$ cat src/rtl/cpu_mc_control.sv
// Multicycle control FSM for the ARM-subset CPU (DP/MEM/B) with memory ready handshake and bus timeout.
// Optional feature: define CPU_MC_CMP_EN to decode cmd 1010 as CMP (SUB, flags only, no writeback).
module cpu_mc_control #(
    parameter int MEM_TIMEOUT = 16
) (
    input  logic        clk,
    input  logic        rst,
    input  logic [31:0] Instr,
    input  logic [3:0]  ALUFlags,
    input  logic        mem_ready,
    output logic        mem_req,
    output logic        MemWrite,
    output logic        IRWrite,
    output logic        PCWrite,
    output logic        RegWrite,
    output logic        AdrSrc,
    output logic        ALUSrcA,
    output logic [1:0]  ALUSrcB,
    output logic [1:0]  ResultSrc,
    output logic [1:0]  ImmSrc,
    output logic [1:0]  RegSrc,
    output logic [1:0]  ALUControl,
    output logic        fault
);

    localparam int TMO_W = $clog2(MEM_TIMEOUT + 1);

    typedef enum logic [3:0] {
        S_FETCH, S_DECODE, S_MEMADR, S_MEMRD, S_MEMWR, S_MEMWB,
        S_EXECR, S_EXECI, S_ALUWB, S_BRANCH, S_FAULT
    } state_t;

    state_t           state, next;
    logic [3:0]       flags;
    logic             condex;
    logic [TMO_W-1:0] wait_cnt;

    logic [1:0] op;
    logic [3:0] cmd;
    logic       rd_pc;
    logic       mem_state;
    logic       timeout;
    logic [1:0] alu_dp;
    logic       cmd_ok;
    logic       cmd_arith;
    logic       cmd_cmp;
    logic       dp_wr;
    logic       unused_instr;

    assign op           = Instr[27:26];
    assign cmd          = Instr[24:21];
    assign rd_pc        = (Instr[15:12] == 4'hf);
    assign unused_instr = ^{Instr[19:16], Instr[11:0]};

    function automatic logic cond_pass(input logic [3:0] c, input logic [3:0] f);
        logic n, z, cy, v;
        {n, z, cy, v} = f;
        case (c)
            4'h0:    return z;
            4'h1:    return !z;
            4'h2:    return cy;
            4'h3:    return !cy;
            4'h4:    return n;
            4'h5:    return !n;
            4'h6:    return v;
            4'h7:    return !v;
            4'h8:    return cy && !z;
            4'h9:    return !cy || z;
            4'ha:    return n == v;
            4'hb:    return n != v;
            4'hc:    return !z && (n == v);
            4'hd:    return z || (n != v);
            default: return 1'b1;
        endcase
    endfunction

    always_comb begin
        alu_dp    = 2'b00;
        cmd_ok    = 1'b0;
        cmd_arith = 1'b0;
        cmd_cmp   = 1'b0;
        case (cmd)
            4'b0100: begin alu_dp = 2'b00; cmd_ok = 1'b1; cmd_arith = 1'b1; end
            4'b0010: begin alu_dp = 2'b01; cmd_ok = 1'b1; cmd_arith = 1'b1; end
            4'b0000: begin alu_dp = 2'b10; cmd_ok = 1'b1; end
            4'b1100: begin alu_dp = 2'b11; cmd_ok = 1'b1; end
`ifdef CPU_MC_CMP_EN
            4'b1010: begin alu_dp = 2'b01; cmd_ok = 1'b1; cmd_arith = 1'b1; cmd_cmp = 1'b1; end
`endif
            default: ;
        endcase
    end

    // Unsupported commands and CMP complete the ALUWB cycle without writing anything back.
    assign dp_wr     = condex && cmd_ok && !cmd_cmp;
    assign mem_state = (state == S_FETCH) || (state == S_MEMRD) || (state == S_MEMWR);
    assign timeout   = mem_state && !mem_ready && (wait_cnt == TMO_W'(MEM_TIMEOUT));

    always_comb begin
        next = state;
        case (state)
            S_FETCH:  if (mem_ready) next = S_DECODE;
            S_DECODE: begin
                case (op)
                    2'b00:   next = Instr[25] ? S_EXECI : S_EXECR;
                    2'b01:   next = S_MEMADR;
                    2'b10:   next = S_BRANCH;
                    default: next = S_FETCH;
                endcase
            end
            S_MEMADR: next = Instr[20] ? S_MEMRD : S_MEMWR;
            S_MEMRD:  if (mem_ready) next = S_MEMWB;
            S_MEMWR:  if (mem_ready) next = S_FETCH;
            S_EXECR:  next = S_ALUWB;
            S_EXECI:  next = S_ALUWB;
            S_MEMWB:  next = S_FETCH;
            S_ALUWB:  next = S_FETCH;
            S_BRANCH: next = S_FETCH;
            S_FAULT:  next = S_FAULT;
            default:  next = S_FETCH;
        endcase
        if (timeout) next = S_FAULT;
    end

    always_ff @(posedge clk or negedge rst) begin
        if (!rst) begin
            state    <= S_FETCH;
            flags    <= 4'h0;
            condex   <= 1'b0;
            wait_cnt <= '0;
        end else begin
            state <= next;
            // Every state change restarts the count, so each memory state begins at zero.
            if (next != state)
                wait_cnt <= '0;
            else if (mem_state && !mem_ready)
                wait_cnt <= wait_cnt + TMO_W'(1);
            if (state == S_DECODE)
                condex <= cond_pass(Instr[31:28], flags);
            if ((state == S_EXECR || state == S_EXECI) && condex && cmd_ok && (Instr[20] || cmd_cmp)) begin
                flags[3:2] <= ALUFlags[3:2];
                if (cmd_arith) flags[1:0] <= ALUFlags[1:0];
            end
        end
    end

    always_comb begin
        mem_req    = 1'b0;
        MemWrite   = 1'b0;
        IRWrite    = 1'b0;
        PCWrite    = 1'b0;
        RegWrite   = 1'b0;
        AdrSrc     = 1'b0;
        ALUSrcA    = 1'b0;
        ALUSrcB    = 2'b00;
        ResultSrc  = 2'b00;
        ImmSrc     = 2'b00;
        RegSrc     = 2'b00;
        ALUControl = 2'b00;
        fault      = 1'b0;
        if (state != S_FAULT) begin
            ImmSrc = op;
            RegSrc = {op == 2'b01, op == 2'b10};
        end
        case (state)
            S_FETCH: begin
                mem_req   = 1'b1;
                IRWrite   = mem_ready;
                PCWrite   = mem_ready;
                ALUSrcA   = 1'b1;
                ALUSrcB   = 2'b10;
                ResultSrc = 2'b10;
            end
            S_DECODE: begin
                ALUSrcA   = 1'b1;
                ALUSrcB   = 2'b10;
                ResultSrc = 2'b10;
            end
            S_MEMADR: ALUSrcB = 2'b01;
            S_MEMRD: begin
                mem_req = 1'b1;
                AdrSrc  = 1'b1;
            end
            S_MEMWR: begin
                mem_req  = 1'b1;
                AdrSrc   = 1'b1;
                MemWrite = condex;
            end
            S_MEMWB: begin
                ResultSrc = 2'b01;
                RegWrite  = condex && !rd_pc;
                PCWrite   = condex && rd_pc;
            end
            S_EXECR: ALUControl = alu_dp;
            S_EXECI: begin
                ALUSrcB    = 2'b01;
                ALUControl = alu_dp;
            end
            S_ALUWB: begin
                RegWrite = dp_wr && !rd_pc;
                PCWrite  = dp_wr && rd_pc;
            end
            S_BRANCH: begin
                ALUSrcB   = 2'b01;
                ResultSrc = 2'b10;
                PCWrite   = condex;
            end
            S_FAULT: fault = 1'b1;
            default: ;
        endcase
        // Reset gates the outputs combinationally so an in-flight write strobe drops at once.
        if (!rst) begin
            mem_req    = 1'b0;
            MemWrite   = 1'b0;
            IRWrite    = 1'b0;
            PCWrite    = 1'b0;
            RegWrite   = 1'b0;
            AdrSrc     = 1'b0;
            ALUSrcA    = 1'b0;
            ALUSrcB    = 2'b00;
            ResultSrc  = 2'b00;
            ImmSrc     = 2'b00;
            RegSrc     = 2'b00;
            ALUControl = 2'b00;
            fault      = 1'b0;
        end
    end

endmodule

$ cat config.mk
export PLATFORM = sky130hd
export DESIGN_NAME = cpu_mc_control
export DESIGN_NICKNAME = d
export VERILOG_FILES = /design/src/rtl/cpu_mc_control.sv
export SDC_FILE = /design/constraint.sdc
export NUM_CORES = 1
export LEC_CHECK = 0
export CELL_PAD_IN_SITES_DETAIL_PLACEMENT = 1
export CELL_PAD_IN_SITES_GLOBAL_PLACEMENT = 1
export CORE_MARGIN = 5
export CORE_UTILIZATION = 32
export CTS_CLUSTER_SIZE = 30
export DETAILED_ROUTE_END_ITERATION = 10
export PLACE_DENSITY = 0.87
export SLEW_MARGIN = 0
export SYNTH_ARGS = -nofsm -noshare
export SYNTH_HDL_FRONTEND = slang
export SYNTH_SLANG_ARGS = --single-unit
$ cat constraint.sdc
create_clock -name clk -period 4.2 [get_ports clk]
set_input_delay 0.42 -clock clk [delete_from_list [all_inputs] [get_ports clk]]
set_output_delay 0.42 -clock clk [all_outputs]
set_load 0.03 [all_outputs]
==> results of run 1 <==
[final cells by class]
cell class                      instances  area [um^2]  share of cell area (%)
Multi-Input combinational cell        123        860.8                   48.83
Clock buffer                            4        55.05                   3.123
Inverter                                7        26.28                   1.490
Tap cell                               50        62.56                   3.549
Timing Repair Buffer                   41        407.9                   23.14
Sequential cell                        14        350.3                   19.87
[kinds of logic after synthesis]
| logic type | Yosys count | share of synthesized area [%] |
|---|---|---|
| and+or+nand+nor | 73 | 33.96 |
| AOI/OAI and AO/OA | 30 | 16.39 |
| xor gates and xnor gates | 9 | 6.182 |
| adders and majority gates | 2 | 1.962 |
| buffers and inverters | 15 | 5.005 |
| muxes | 9 | 9.028 |
| DFF | 14 | 27.48 |
[how the worst min path moves through the flow]
stage / slack [ps] / end / start / cells past startpoint
finish: 480 / state[1]$_DFF_PN0_ / rst / 1
global route: 530 / state[1]$_DFF_PN0_ / rst / 1
CTS: 490 / state[1]$_DFF_PN0_ / rst / 1
detailed placement: 530 / flags[1]$_DFFE_PN0P_ / flags[1]$_DFFE_PN0P_ / 1
global placement: 530 / flags[1]$_DFFE_PN0P_ / flags[1]$_DFFE_PN0P_ / 1
floorplan: 120 / condex$_DFFE_PN0P_ / rst / 0
[through the flow]
step / hold slack [ps] / instance area [um^2] / std cells / setup WS, ps
finish: 484.6 / 1763 / 239 / 1346
floorplan: 124.4 / 1275 / 152 / 2038
global placement: 525.7 / 1708 / 235 / 1341
detailed placement: 534.0 / 1708 / 235 / 1324
global route: 527.2 / 1763 / 239 / 1146
CTS: 493.1 / 1763 / 239 / 1325
[routing by layer]
layer  vias to the layer above  part of all wire [%]  track usage [%]
met4                         0                  0.60            2.459
met2                        25                    49            26.51
met5                         -                     0                0
met3                         4                   5.0            3.994
li1                        628                     -                -
met1                       647                    45            18.25
[sequential cells by signal, indices dropped and copies added (netlist names)]
| name | flops |
|---|---|
| condex | 1 |
| flags | 4 |
| state | 4 |
| wait_cnt | 5 |
[cells in the final DEF (no fill, tap or decap), types with 2 or more instances in the layout]
cell,instances
nand3b_1,3
nand4_1,2
a31oi_1,2
xor2_1,5
nor2b_1,5
mux2i_1,4
nor3_1,11
o211ai_1,5
mux2_2,2
nand3_1,2
xnor2_1,4
dfrtp_1,14
and2_1,4
clkbuf_8,4
ha_1,2
and3_1,3
nor4bb_1,3
nand2b_1,4
or3b_2,2
inv_1,7
a21oi_1,6
mux2_4,2
nor2_1,13
nand2_1,8
o21ai_0,7
nor4_1,2
nor3b_1,2
clkdlybuf4s50_1,40
[power by group]
part | internal, mW | leakage [nW] | switching [mW]
sequential | 0.166 | 0.189 | 0.0907
combinational | 0.210 | 0.497 | 0.278
clock | 0.0832 | 0.0288 | 0.0528
total | 0.459 | 0.714 | 0.421
==> flow_summary_export.csv, run 1 <==
group,metric,value,unit
global_route,grt_pass1_vias,1354,
yosys,synth_area,0.001275,mm^2
pwr,total_power,0.8806,mW
yosys,synthTopCellsByArea,"dfrtp_1, nor3_1, nor2_1, xor2_1, mux2i_1",
pwr,power_leakage,0.7144,nW
yosys,syn_area_per_cell,8.388,um^2
yosys,synth.most_common_cell,"dfrtp_1",
setup_path,r2r_setup_slack,2160,ps
final_layout,drive_gt1_share,8.466,%
timing,period_minus_slack,2854,ps
die,num_rows,23,
global_route,grt_remaining_overflow,0,
final_layout,final_core_util,44.72,%
final_layout,nFillCells,466,
timing,fin_crit_sh,67.95,%
placement,gp_routability_congestion,0.8342,
detailed_routing,drc,0,
clock_tree,insertion_delay,250,ps
clock_tree,cts-resized-gates,0,
detailed_routing,routed_via_density,5.456,
setup_path,cp-startpoint,"Instr[23]",
final_layout,final_nets,231,
placement,io_buffers,40,
clock_tree,cts_hold_buf,0,
placement,place_hpwl,2950,um
final_layout,syn2layout_area_growth,38.27,%
clock_tree,cts_max_path_buffers,2,
timing,drv_slew,0,
yosys,synth_area_leader_cell,"dfrtp_1",
pwr,power_density,499.5,mW/mm^2
timing,final-setup-viol-count,0,
yosys,yosysSeqAreaShare,27.48,%
clock_tree,numCtsBuffers,3,
clock_tree,post_cts_buffers,0,
global_route,antenna_found_initial,0,
global_route,grt_pass1_wl,6361,um
setup_path,r2r_end,"wait_cnt[4]$_DFFE_PN0P_",
clock_tree,h-tree-depth,1,
detailed_routing,wl,3672,um
timing,max_clock_freq,0.3504,GHz
yosys,netlist_top_cells_count,"dfrtp_1, nor2_1, nor3_1",
timing,rsz0062_at_grt,"no",
setup_path,cp_top_family,"buffers and inverters",
setup_path,r2r-start,"state[0]$_DFF_PN0_",
yosys,ys.flop_type,"dfrtp_1",
yosys,netlist_instances,152,
pwr,ir_drop,0.2549,mV
setup_path,max_stage_delay,700,ps
setup_path,crit_end,"RegWrite",
setup_path,required,3780,ps
die,core_area,0.003943,mm^2
job,cap_violations,0,
setup_path,crit_path_top_delay_cell,"clkdlybuf4s50_1",
setup_path,rr_worst_depth,4,
yosys,synth_nets,193,
detailed_routing,vias,1304,
final_layout,antenna_cells,0,
yosys,ys_types,49,
timing,finClkSkew,6.729,ps
detailed_routing,first_iter_violations,59,
setup_path,startpoint_type,"primary input",
setup_path,cp.arrival,2430,ps
yosys,synth_top_cell_area_share,27.48,%
setup_path,path_common_cell,"clkdlybuf4s50_1",
setup_path,path_cells,"clkdlybuf4s50_1, mux2i_1, a32o_1, nand2_1, nor3_1, clkdlybuf4s50_1",
die,dieArea,0.005347,mm^2
timing,hold_violations,0,
die,die_w,73.12,um
global_route,grt_start_max_net_pins,21,
die,start_util,32.34,%
clock_tree,cts.clk_slew.worst_paths,70,ps
timing,slew_headroom,57.33,%
clock_tree,clkSinkCount,14,
global_route,grt_use_total,14.96,%
outcome,status,"complete, no violations",
setup_path,cp-end-kind,"output pin",
yosys,ys_seq_elements,14,
timing,tightest_slew,640.0,ps
timing,fin_tns_setup,0,ps
detailed_routing,detail-route-antenna-nets,0,
setup_path,crit_path_max_fanout,5,
setup_path,worstSetupPathType,"in2out",
detailed_routing,drt-wirelength-per-cell,15.36,um
setup_path,critical_path_cell_count,6,
die,die_y,73.12,um
detailed_routing,dr.pass1.iters,4,
clock_tree,cts_tree,"yes",
setup_path,crit_buf_inv,2,
yosys,ys_warn_count,0,
clock_tree,cts-root-buf,"clkbuf_8",
yosys,async_flop_share,100.0,%
die,io_pins,57,
yosys,synth_edf_count,0,
hold_path,hp-class,"in2async",
No activity file was read; power rests on OpenSTA's default activity.
==> run 2, diff against run 1 <==
Settings changed: CORE_UTILIZATION 32 to 30, PLACE_DENSITY 0.87 to 0.82.
Clock period 4.2 ns to 2.8 ns, I/O delays scaled along.
==> flow_summary_export.csv, run 2 (same netlist as run 1, synthesis figures left out) <==
group,metric,value,unit
setup_path,worstSetupPathType,"in2out",
setup_path,startpoint_type,"primary input",
detailed_routing,dr.pass1.iters,4,
timing,fin_tns_setup,0,ps
die,dieArea,0.005654,mm^2
final_layout,final_nets,234,
job,cap_violations,0,
global_route,grt_remaining_overflow,0,
setup_path,crit_path_max_fanout,5,
clock_tree,numCtsBuffers,3,
pwr,power_density,752.7,mW/mm^2
timing,drv_slew,0,
final_layout,nFillCells,495,
hold_path,hp-class,"in2async",
die,start_util,31.42,%
timing,fin_hold_ws,328.6,ps
clock_tree,clkSinkCount,14,
timing,period_minus_slack,2577,ps
clock_tree,cts.clk_slew.worst_paths,60,ps
die,core_area,0.004058,mm^2
clock_tree,insertion_delay,240,ps
detailed_routing,first_iter_violations,70,
timing,fin_crit_sh,92.03,%
clock_tree,cts_tree,"yes",
timing,max_clock_freq,0.3881,GHz
setup_path,r2r-start,"state[2]$_DFF_PN0_",
clock_tree,cts_hold_buf,0,
die,io_pins,57,
clock_tree,h-tree-depth,1,
final_layout,final_core_util,44.00,%
clock_tree,cts_max_path_buffers,2,
placement,io_buffers,40,
setup_path,rr_worst_depth,4,
detailed_routing,detail-route-antenna-nets,0,
setup_path,cp.arrival,2300,ps
global_route,antenna_found_initial,0,
final_layout,drive_gt1_share,9.896,%
global_route,grt_start_max_net_pins,16,
timing,final-setup-viol-count,0,
timing,finClkSkew,1.428,ps
setup_path,cp-end-kind,"output pin",
timing,tightest_slew,588.2,ps
placement,place_ws,220.8,ps
detailed_routing,wl,3874,um
clock_tree,cts-resized-gates,0,
setup_path,cp-startpoint,"Instr[23]",
pwr,ir_drop,0.2836,mV
final_layout,final_cell_mix,"clkdlybuf4s50_1, dfrtp_1, nor2_1, nor3_1, nand2_1",
pwr,power_leakage,0.7287,nW
setup_path,r2r_setup_slack,790,ps
global_route,grt_pass1_vias,1436,
timing,rsz0062_at_grt,"no",
timing,hold_violations,0,
placement,gp_routability_congestion,0.8460,
final_layout,top_register,"wait_cnt",
final_layout,reg_top3,"wait_cnt (5), flags (4), state (4)",
clock_tree,post_cts_buffers,0,
die,die_y,75.19,um
placement,place_hpwl,3093,um
setup_path,r2r_end,"flags[0]$_DFFE_PN0P_",
global_route,grt_use_total,15.21,%
detailed_routing,drc,0,
final_layout,largest_reg_flops,5,
die,die_w,75.19,um
final_layout,syn2layout_area_growth,40.04,%
setup_path,required,2520,ps
final_layout,antenna_cells,0,
final_layout,final_area,0.001785,mm^2
timing,fin_ws,223.2,ps
clock_tree,cts-root-buf,"clkbuf_8",
timing,slew_headroom,60.46,%
placement,dpl_cell_area,0.001730,mm^2
detailed_routing,vias,1291,
detailed_routing,routed_via_density,5.335,
global_route,grt_pass1_wl,6789,um
die,num_rows,23,
outcome,status,"complete, no violations",
setup_path,crit_end,"RegWrite",
final_layout,layout.cells.most_common,"clkdlybuf4s50_1",
detailed_routing,drt-wirelength-per-cell,16.01,um
==> run 2: cell count changes in the layout (fill, tap and decap cells not counted) <==
cell,delta
buf_4,+3
==> run 2: worst min path at each step <==
stage                           endpoint  slack (ps)  cells past startpoint
floorplan             condex$_DFFE_PN0P_         -20                      0
global placement    flags[1]$_DFFE_PN0P_         540                      1
detailed placement  flags[3]$_DFFE_PN0P_         570                      1
CTS                 flags[3]$_DFFE_PN0P_         330                      2
global route        flags[3]$_DFFE_PN0P_         340                      2
finish              flags[3]$_DFFE_PN0P_         330                      2
==> run 2: power by group <==
group | switching (mW) | internal, mW | total [mW]
sequential | 0.127 | 0.250 | 0.377
combinational | 0.438 | 0.334 | 0.772
clock | 0.0709 | 0.124 | 0.195
total | 0.636 | 0.708 | 1.34
==> run 2: final cells by class <==
class	instances	area, um^2	area share, %
Multi-Input combinational cell	123	860.8	48.21
Tap cell	50	62.56	3.504
Sequential cell	14	350.3	19.62
Clock buffer	4	55.05	3.083
Timing Repair Buffer	44	430.4	24.11
Inverter	7	26.28	1.472
==> run 2: metal layers <==
layer | vias up | GRT usage (%) | share of wire (%)
li1 | 635 | - | -
met1 | 621 | 18.37 | 44
met2 | 31 | 28.34 | 50
met3 | 4 | 3.338 | 4.9
met4 | 0 | 1.748 | 0.70
met5 | - | 0 | 0
==> run 2: critical path, cell delays in order <==
cell and delay, ps:
clkdlybuf4s50_1 580, mux2i_1 260, a32o_1 230, nand2_1 70
nor3_1 170, clkdlybuf4s50_1 700
==> run 2: per-stage QoR <==
step / cells / power [mW]
floorplan: 152 / 0.8792
global placement: 238 / 1.125
detailed placement: 238 / 1.152
CTS: 242 / 1.355
global route: 242 / 1.455
finish: 242 / 1.344
==> run 3, diff against run 2 <==
Settings changed: CTS_CLUSTER_DIAMETER set to 120.
==> results of run 3 <==
Same layout as run 2: the final DEF is identical, and so are final timing and power.
